$ cat src/rtl/analog_filter_mc.sv
// Multi-channel N-sample moving-average filter with bypass; result 2 cycles after acceptance.
// One sample per cycle, no backpressure; clear flushes all channel state and in-flight samples.
module analog_filter_mc #(
  parameter int CHANNELS     = 4,
  parameter int DATA_W       = 12,
  parameter int LOG2_SAMPLES = 3,
  localparam int CH_W        = (CHANNELS > 1) ? $clog2(CHANNELS) : 1
) (
  input  logic                clk,
  input  logic                rst_n,
  input  logic                in_valid,
  input  logic [CH_W-1:0]     in_ch,
  input  logic [DATA_W-1:0]   in_data,
  input  logic                mode,
  input  logic                clear,
  output logic                out_valid,
  output logic [CH_W-1:0]     out_ch,
  output logic [DATA_W-1:0]   out_data,
  output logic [CHANNELS-1:0] primed
);

  localparam int N      = 1 << LOG2_SAMPLES;
  localparam int NSLOT  = 1 << CH_W;
  localparam int SUM_W  = DATA_W + LOG2_SAMPLES;
  localparam int FILL_W = LOG2_SAMPLES + 1;

  logic [SUM_W-1:0]        sum_q  [NSLOT];
  logic [LOG2_SAMPLES-1:0] wptr_q [NSLOT];
  logic [FILL_W-1:0]       fill_q [NSLOT];
  logic [CHANNELS-1:0]     primed_q;
  logic [DATA_W-1:0]       hist_q [NSLOT*N];

  logic                    s0_vld_q, s0_mode_q;
  logic [CH_W-1:0]         s0_ch_q;
  logic [DATA_W-1:0]       s0_data_q;

  logic                    s1_vld_q, s1_mode_q;
  logic [CH_W-1:0]         s1_ch_q;
  logic [DATA_W-1:0]       s1_data_q, s1_old_q;
  logic [SUM_W-1:0]        s1_sum_q;
  logic [FILL_W-1:0]       s1_fill_q;
  logic [LOG2_SAMPLES-1:0] s1_ptr_q;

  logic                    out_valid_q;
  logic [CH_W-1:0]         out_ch_q;
  logic [DATA_W-1:0]       out_data_q;

  logic                    accept;
  logic                    full;
  logic [SUM_W-1:0]        sum_d;
  logic [FILL_W-1:0]       fill_d;
  logic [LOG2_SAMPLES-1:0] ptr_d;
  logic                    fwd;
  logic [SUM_W-1:0]        rd_sum;
  logic [FILL_W-1:0]       rd_fill;
  logic [LOG2_SAMPLES-1:0] rd_ptr;
  logic [DATA_W-1:0]       rd_old;

  assign accept = in_valid && !clear && (int'(in_ch) < CHANNELS);

  // Stage 2 math; the true sum always fits SUM_W, so modular arithmetic is exact.
  always_comb begin
    full   = (s1_fill_q == FILL_W'(N));
    sum_d  = s1_sum_q + SUM_W'(s1_data_q) - (full ? SUM_W'(s1_old_q) : '0);
    fill_d = full ? s1_fill_q : s1_fill_q + 1'b1;
    ptr_d  = s1_ptr_q + 1'b1;
  end

  // Stage 1 read; a same-channel sample one stage ahead has not committed yet, so forward it.
  always_comb begin
    fwd     = s1_vld_q && (s1_ch_q == s0_ch_q);
    rd_sum  = fwd ? sum_d  : sum_q[s0_ch_q];
    rd_fill = fwd ? fill_d : fill_q[s0_ch_q];
    rd_ptr  = fwd ? ptr_d  : wptr_q[s0_ch_q];
    rd_old  = hist_q[{s0_ch_q, rd_ptr}];
  end

  always_ff @(posedge clk or negedge rst_n) begin
    if (!rst_n) begin
      for (int c = 0; c < NSLOT; c++) begin
        sum_q[c]  <= '0;
        wptr_q[c] <= '0;
        fill_q[c] <= '0;
      end
      primed_q    <= '0;
      s0_vld_q    <= 1'b0;
      s0_mode_q   <= 1'b0;
      s0_ch_q     <= '0;
      s0_data_q   <= '0;
      s1_vld_q    <= 1'b0;
      s1_mode_q   <= 1'b0;
      s1_ch_q     <= '0;
      s1_data_q   <= '0;
      s1_old_q    <= '0;
      s1_sum_q    <= '0;
      s1_fill_q   <= '0;
      s1_ptr_q    <= '0;
      out_valid_q <= 1'b0;
      out_ch_q    <= '0;
      out_data_q  <= '0;
    end else if (clear) begin
      for (int c = 0; c < NSLOT; c++) begin
        sum_q[c]  <= '0;
        wptr_q[c] <= '0;
        fill_q[c] <= '0;
      end
      primed_q    <= '0;
      s0_vld_q    <= 1'b0;
      s1_vld_q    <= 1'b0;
      out_valid_q <= 1'b0;
    end else begin
      s0_vld_q  <= accept;
      s0_ch_q   <= in_ch;
      s0_data_q <= in_data;
      s0_mode_q <= mode;

      s1_vld_q  <= s0_vld_q;
      s1_ch_q   <= s0_ch_q;
      s1_data_q <= s0_data_q;
      s1_mode_q <= s0_mode_q;
      s1_sum_q  <= rd_sum;
      s1_fill_q <= rd_fill;
      s1_ptr_q  <= rd_ptr;
      s1_old_q  <= rd_old;

      out_valid_q <= s1_vld_q;
      if (s1_vld_q) begin
        sum_q[s1_ch_q]  <= sum_d;
        fill_q[s1_ch_q] <= fill_d;
        wptr_q[s1_ch_q] <= ptr_d;
        if (fill_d == FILL_W'(N)) primed_q[s1_ch_q] <= 1'b1;
        out_ch_q   <= s1_ch_q;
        out_data_q <= s1_mode_q ? s1_data_q : sum_d[SUM_W-1:LOG2_SAMPLES];
      end
    end
  end

  // History is never reset; the fill count keeps stale entries out of the sum.
  always_ff @(posedge clk) begin
    if (s1_vld_q && !clear) hist_q[{s1_ch_q, s1_ptr_q}] <= s1_data_q;
  end

  assign out_valid = out_valid_q;
  assign out_ch    = out_ch_q;
  assign out_data  = out_data_q;
  assign primed    = primed_q;

endmodule

$ cat config.mk
export PLATFORM = sky130hd
export DESIGN_NAME = analog_filter_mc
export DESIGN_NICKNAME = d
export VERILOG_FILES = /design/src/rtl/analog_filter_mc.sv
export SDC_FILE = /design/constraint.sdc
export NUM_CORES = 1
export LEC_CHECK = 0
export ABC_AREA = 1
export BUFFER_PORTS_ARGS = -buffer_cell sky130_fd_sc_hd__buf_2
export CAP_MARGIN = 40
export CORE_UTILIZATION = 40
export DETAILED_ROUTE_END_ITERATION = 8
export PLACE_DENSITY = 0.61
export REMOVE_ABC_BUFFERS = 1
export SYNTH_ARGS = -nofsm -noshare
export SYNTH_HDL_FRONTEND = slang
export SYNTH_SLANG_ARGS = --single-unit
$ cat constraint.sdc
create_clock -name clk -period 3.27 [get_ports clk]
set_input_delay 0.1635 -clock clk [delete_from_list [all_inputs] [get_ports clk]]
set_output_delay 0.1635 -clock clk [all_outputs]
set_load 0.005 [all_outputs]
* After elaboration in Yosys (flattened, before gate mapping)
Memory sizes are Yosys's and may differ from the RTL's. A register that Yosys moved wholly into a read port is not among the register bits.
Cells that the tools add are included.
** Operators by class
- Add/sub/neg operators :: 4
- Multiply operators :: 0
- Div/mod/pow operators :: 0
- Magnitude comparators :: 5
- Eq/ne operators :: 3
- Shifts and indexed selects :: 0
- Mux-type cells :: 40
- Bitwise gates (word level) :: 4
- Reduce and logical (&&, ||, !) cells :: 12
** Operator list (count)
- $mux W60 :: 2
- $bwmux W60 :: 1
- $mux W15 :: 4
- $mux W12 :: 4
- $mux W16 :: 2
- $mux W4 :: 8
- $bmux W15 S2 :: 1
- $demux W15 S2 :: 1
- $bwmux W16 :: 1
- $add A15 B12 Y15 :: 1
- $sub A15 B12 Y15 :: 1
- $bwmux W12 :: 1
- $mux W3 :: 4
- $bmux W4 S2 :: 1
- $demux W4 S2 :: 1
- $eq A4 B4 Y1 const B :: 2
- $bmux W3 S2 :: 1
- $demux W3 S2 :: 1
- $ge A3 B3 Y1 const B :: 2
- $mux W1 :: 6
- $not A2 Y3 :: 2
- $logic_and A1 B1 Y1 :: 5
- $add A4 B1 Y4 const B :: 1
- $or A4 B4 Y4 :: 1
- other kinds (10) :: 14
** Word-level totals
- Register bits :: 161
- Bits in latches :: 0
- Bits in writable memories :: 384
- ROM bits :: 0
- Input bits :: 19
- Output and inout port bits :: 19
- Word-level logic and storage cells :: 96
- Memories kept :: 1
** Memories
- hist_q :: words 32, bits a word 12, rd ports 1, clocked after Yosys merged registers in 1, wr ports 1, line 31 : logic [DATA_W-1:0] hist_q [NSLOT*N];

* Longest topological paths before layout
- Depth in word-level cells :: 8
- Gate-level depth with buffers :: 19
- Depth with buffers taken out :: 18

* Worst setup path before layout
No wires, ideal clock.
- Kind :: register -> register
- From :: register s1_fill_q[0]
- To :: register s1_sum_q[10]
- Library setup time :: 0.118 ns
- Data arrival time :: 3.114 ns
- Data required time :: 3.152 ns
- Slack :: 0.039 ns
- Stages on the path, launching flop included :: 19
- Path buffers :: 1
- Clock period less this slack :: 3.231 ns
- Cells stage by stage :: dfrtp_1 > inv_1 > ha_1 > nand3_1 > clkbuf_1 > nor2_1 > fa_1 > inv_1 > ha_1 > a21oi_1 > nand2_1 > a21boi_0 > o21ai_0 > a21oi_1 > nand2_1 > nand2_1 > nand2_1 > nand3_1 > nand2_1
** Between the ends
- Word-level cells in the longest chain between the ends :: 4
** RTL lines
- start, declared :: line 41 : logic [FILL_W-1:0] s1_fill_q;
- start signal, assigned :: line 122 : s1_fill_q <= rd_fill;
- $eq A4 B4 Y1 :: line 63 : full = (s1_fill_q == FILL_W'(N));
- $mux W12 :: line 64 : sum_d = s1_sum_q + SUM_W'(s1_data_q) - (full ? SUM_W'(s1_old_q) : '0);
- $sub A15 B12 Y15 :: line 64
- $mux W15 :: line 72 : rd_sum = fwd ? sum_d : sum_q[s0_ch_q];
- end signal, assigned :: line 121 : s1_sum_q <= rd_sum;
- end, declared :: line 40 : logic [SUM_W-1:0] s1_sum_q;
Every way passes these cells.
A chain may end at the register's enable or synchronous reset.

* Final worst setup path
- From :: register s1_fill_q[1]
- To :: register sum_q[53] (netlist bit)
** Between the ends
- Word-level cells in the longest chain between the ends :: 6
** RTL lines
- $eq A4 B4 Y1 :: line 63
- $mux W12 :: line 64
- $sub A15 B12 Y15 :: line 64
- $bwmux W60 :: line 128 : sum_q[s1_ch_q] <= sum_d;
- $mux W60 :: line 127 : if (s1_vld_q) begin
- $mux W60 :: line 101 : end else if (clear) begin
- end signal, assigned by index :: line 128
- end, declared :: line 27 : logic [SUM_W-1:0] sum_q [NSLOT];
Every way passes these cells. The select of a mux whose other input is x is not followed.

==> results.cfg <==
[floorplanning]
floorplan.die.height_um = 254
boundaryPins = 38
start_util = 0.404
fp.dieArea_um2 = 64700
die_w_um = 254
placeable_core_region_um2 = 63000
num_rows = 92

[clock_tree]
tritoncts = yes
h-tree-depth = 2
ctsLongestPathBuffers = 3
tritoncts.num_buffers = 59
clock_sink_count = 557
cts_root_buffer = clkbuf_16
cts.reportedPaths.clkPinSlew_ns = 0.06
clk-insertion-delay-late_ns = 0.65

[worst_setup_path]
crit_path_end_kind = flop
ff2ff_setup_slack_ns = 0.15
path_buf_inv = 5
criticalPathCategory = reg2reg
worst_path_max_delay_cell = fa_1
worst_path_dominant_cell_family = adder cells
cp_cell_sequence = inv_2 > ha_1 > nand3_2 > buf_6 > buf_6 > nor2_1 > fa_1 > inv_1 > ha_2 > nand2_1 > o21ai_1 > xor2_1 > inv_1 > o21ai_0
worstPathArrival_ns = 3.67
critical_path_source_type = flop
critical_path_rt_ns = 3.81
cp_slowest_stage_delay_ns = 0.48
cp_max_fo = 8

[synth]
synth_top_family_by_area = simple AND/OR/NAND/NOR gates
yosys_register_bits = 557
synth_cell_type_count = 39
synth.area.mux_share = 0
synthAdderAreaFrac = 0.0198
area_fraction_in_and_or_nand_and_nor_cells_after_synthesis = 0.221
mappedNetlistArea_um2 = 25500
synth_top_area_frac = 0.453
leading_post_synthesis_cells_by_instance_count = 577 x nand2_1, 472 x nand3_1, 384 x edfxtp_1, 298 x inv_1, 173 x dfrtp_1
number_of_flops_mapped_to_enable_cells_by_yosys = 384
synth_compound_area_frac = 0.0576
ys_seq_area_frac = 0.623
netlist_instances = 2573
synthMostInstantiatedCell = nand2_1
synth_async_sr_flop_share = 0.311
postSynth.topFlopCell = edfxtp_1
yosys_warnings = 0
synthXorXnorAreaFrac = 0.00378
synthTopCellsByArea = edfxtp_1 45%, dfrtp_1 17%, nand3_1 9.3%
synthesized_area_divided_by_synthesized_cell_count_um2 = 9.89
yosysTopAreaCell = edfxtp_1

[pwr]
comb_power_share = 0.223
internal_power_w = 0.0130
netSwitchingFraction = 0.310
powerDensity_nw_per_um2 = 642
pwr-share-seq = 0.428
power.switching_w = 0.00585
clock_power_share = 0.349
vdd_ir_drop_max_mv = 0.460
cellLeakagePower_nw = 12.3

[sta]
count_of_final_hold_check_violations = 0
relSlewSlack = 0.471
grt_setup_unrepaired = true
worst_slew_pin_slew_ns = 0.791
setup_viol = 0
max_freq_mhz = 320
worst_hold_slack_ns = 0.0296
timing.final.crit_period_ns = 3.12
clock-skew-final_ns = 0.0265
number_of_max_slew_violations_in_the_final_report = 0
fin_crit_sh = 0.956

[placement]
gp_routability_congestion = 0.916
detailedPlacementHpwl_mm = 43.3
detailed_place.area_um2 = 27100
port_buffers = 37

[cells_and_area]
drive_gt1_frac = 0.111
antenna-diode-count = 0
n_fill_cell = 5850
finish.instance_area_um2 = 29400
synthToLayoutAreaGrowth_pct = 15.4
finalCoreUtilization = 0.467
finalNetCount = 2698

[detailed_routing]
via_count = 19000
drt_wl_total_mm = 72.7
detail-route-antenna-nets = 0
routedWlPerCell_um = 20.5
drtPass1Iterations = 5
viasPerCell = 5.36
remaining_drc_errors = 0
detailedRoute.firstIterationViolations = 1895

[grt]
global_route.overflow_total = 0
grt_start_max_net_pins = 96
grt_pass1_vias = 18700
gr-usage-all-layers = 0.228
grt_pass1_wl_mm = 112
antenna_violations_before_repair = 0

[job]
max_cap_viol_count = 0

[status]
status = finished clean

[min_path]
timing.hold.worst.class = in2async
stage by stage:
| step | worst slack [ns] | total power [W] | cells | TNS (ns) |
|---|---|---|---|---|
| after CTS | 0.0269 | 0.0187 | 3539 | 0 |
| after global placement | -0.00129 | 0.0121 | 3408 | -0.00129 |
| after global routing | -0.0668 | 0.0197 | 3540 | -0.455 |
| after detailed placement | -0.0145 | 0.0121 | 3413 | -0.0377 |
| final | 0.145 | 0.0188 | 3540 | 0 |
| after floorplan | -4.60 | 0.0104 | 2414 | -61.96 |
cell type report:
cell class	instances	area [um2]	share of cell area
clock inverters	19	180	0.00613
repair buffers	170	1490	0.0508
flip-flops and latches	557	15900	0.540
inverters	307	1150	0.0393
clock buffers	90	1740	0.0594
multi-input cells	1551	7890	0.268
well taps	846	1060	0.0360
final timing paths:
check | from | end | depth (start not counted)
setup / recovery | s1_fill_q[1]$_DFFE_PN0N_ | sum_q[53]$_DFFE_PN0P_ | 14
hold / removal | rst_n | sum_q[57]$_DFFE_PN0P_ | 2
setup reg to reg | s1_fill_q[1]$_DFFE_PN0N_ | sum_q[53]$_DFFE_PN0P_ | 14
hold reg to reg | s0_vld_q$_DFF_PN0_ | s1_vld_q$_DFF_PN0_ | 2
max in group asynchronous | rst_n | s0_vld_q$_DFF_PN0_ | 3
min in group clk | clear | s1_ptr_q[2]$_DFFE_PN0N_ | 3
cells by family after synthesis:
group,after synthesis
compound gates,263
xor+xnor,11
flops,557
buf+inv,466
simple gates,1243
fa+ha+maj,33
layer usage:
layer,vias up,global-route usage,share of wire
li1,8806,-,-
met1,9304,0.314,0.43
met2,710,0.361,0.46
met3,160,0.0288,0.069
met4,0,0.101,0.041
met5,-,0,0
placed cells by master (no fill, tap or decap), drive strengths merged, types with 2 or more instances in the layout:
cell / synthesis / final
clkbuf: 61 / 90
a31oi: 4 / 4
nand3b: 74 / 74
o221ai: 15 / 15
nand4: 5 / 5
o22ai: 38 / 38
dfrtp: 173 / 173
clkinv: 1 / 18
xor2: 10 / 10
a21boi: 2 / 2
buf: 98 / 153
inv: 306 / 306
dlygate4sd3: 0 / 17
edfxtp: 384 / 384
o211ai: 5 / 5
o21ai: 154 / 154
ha: 21 / 21
nor3: 2 / 2
fa: 12 / 12
nor2: 104 / 104
nand2: 582 / 583
nand3: 475 / 475
o21bai: 4 / 4
a21oi: 39 / 39
worst reg2reg max path, stage by stage (launching register included):
cell and delay [ns]:
dfrtp_1 0.38, inv_2 0.05, ha_1 0.18, nand3_2 0.10, buf_6 0.15, buf_6 0.12
nor2_1 0.05, fa_1 0.48, inv_1 0.05, ha_2 0.39, nand2_1 0.13, o21ai_1 0.27
xor2_1 0.35, inv_1 0.15, o21ai_0 0.18
state kept, by name (all words and copies together), names as in the netlist, 12 cells and up:
signal / count
fill_q: 16
hist_q: 384
out_data: 12
s0_data_q: 12
s1_data_q: 12
s1_old_q: 12
s1_sum_q: 15
sum_q: 60
wptr_q: 12
power by group through the flow:
stage,Sequential [W],Clock [W],Combinational (W)
floorplan,0.00825,0,0.00217
global placement,0.00820,0,0.00387
detailed placement,0.00820,0,0.00391
CTS,0.00807,0.00668,0.00397
global route,0.00809,0.00694,0.00463
finish,0.00807,0.00659,0.00419
repair_timing:
item / 4_1_cts / 5_1_grt
pin swaps: 0 / 6
endpoints found under the hold margin: 148 / 0
setup endpoints to repair: 14 / 73
hold buffers: 17 / 0
gates cloned: 0 / 1
buffers inserted: 0 / 0
resized for setup: 4 / 45
Power figures use the tool's default switching activity.
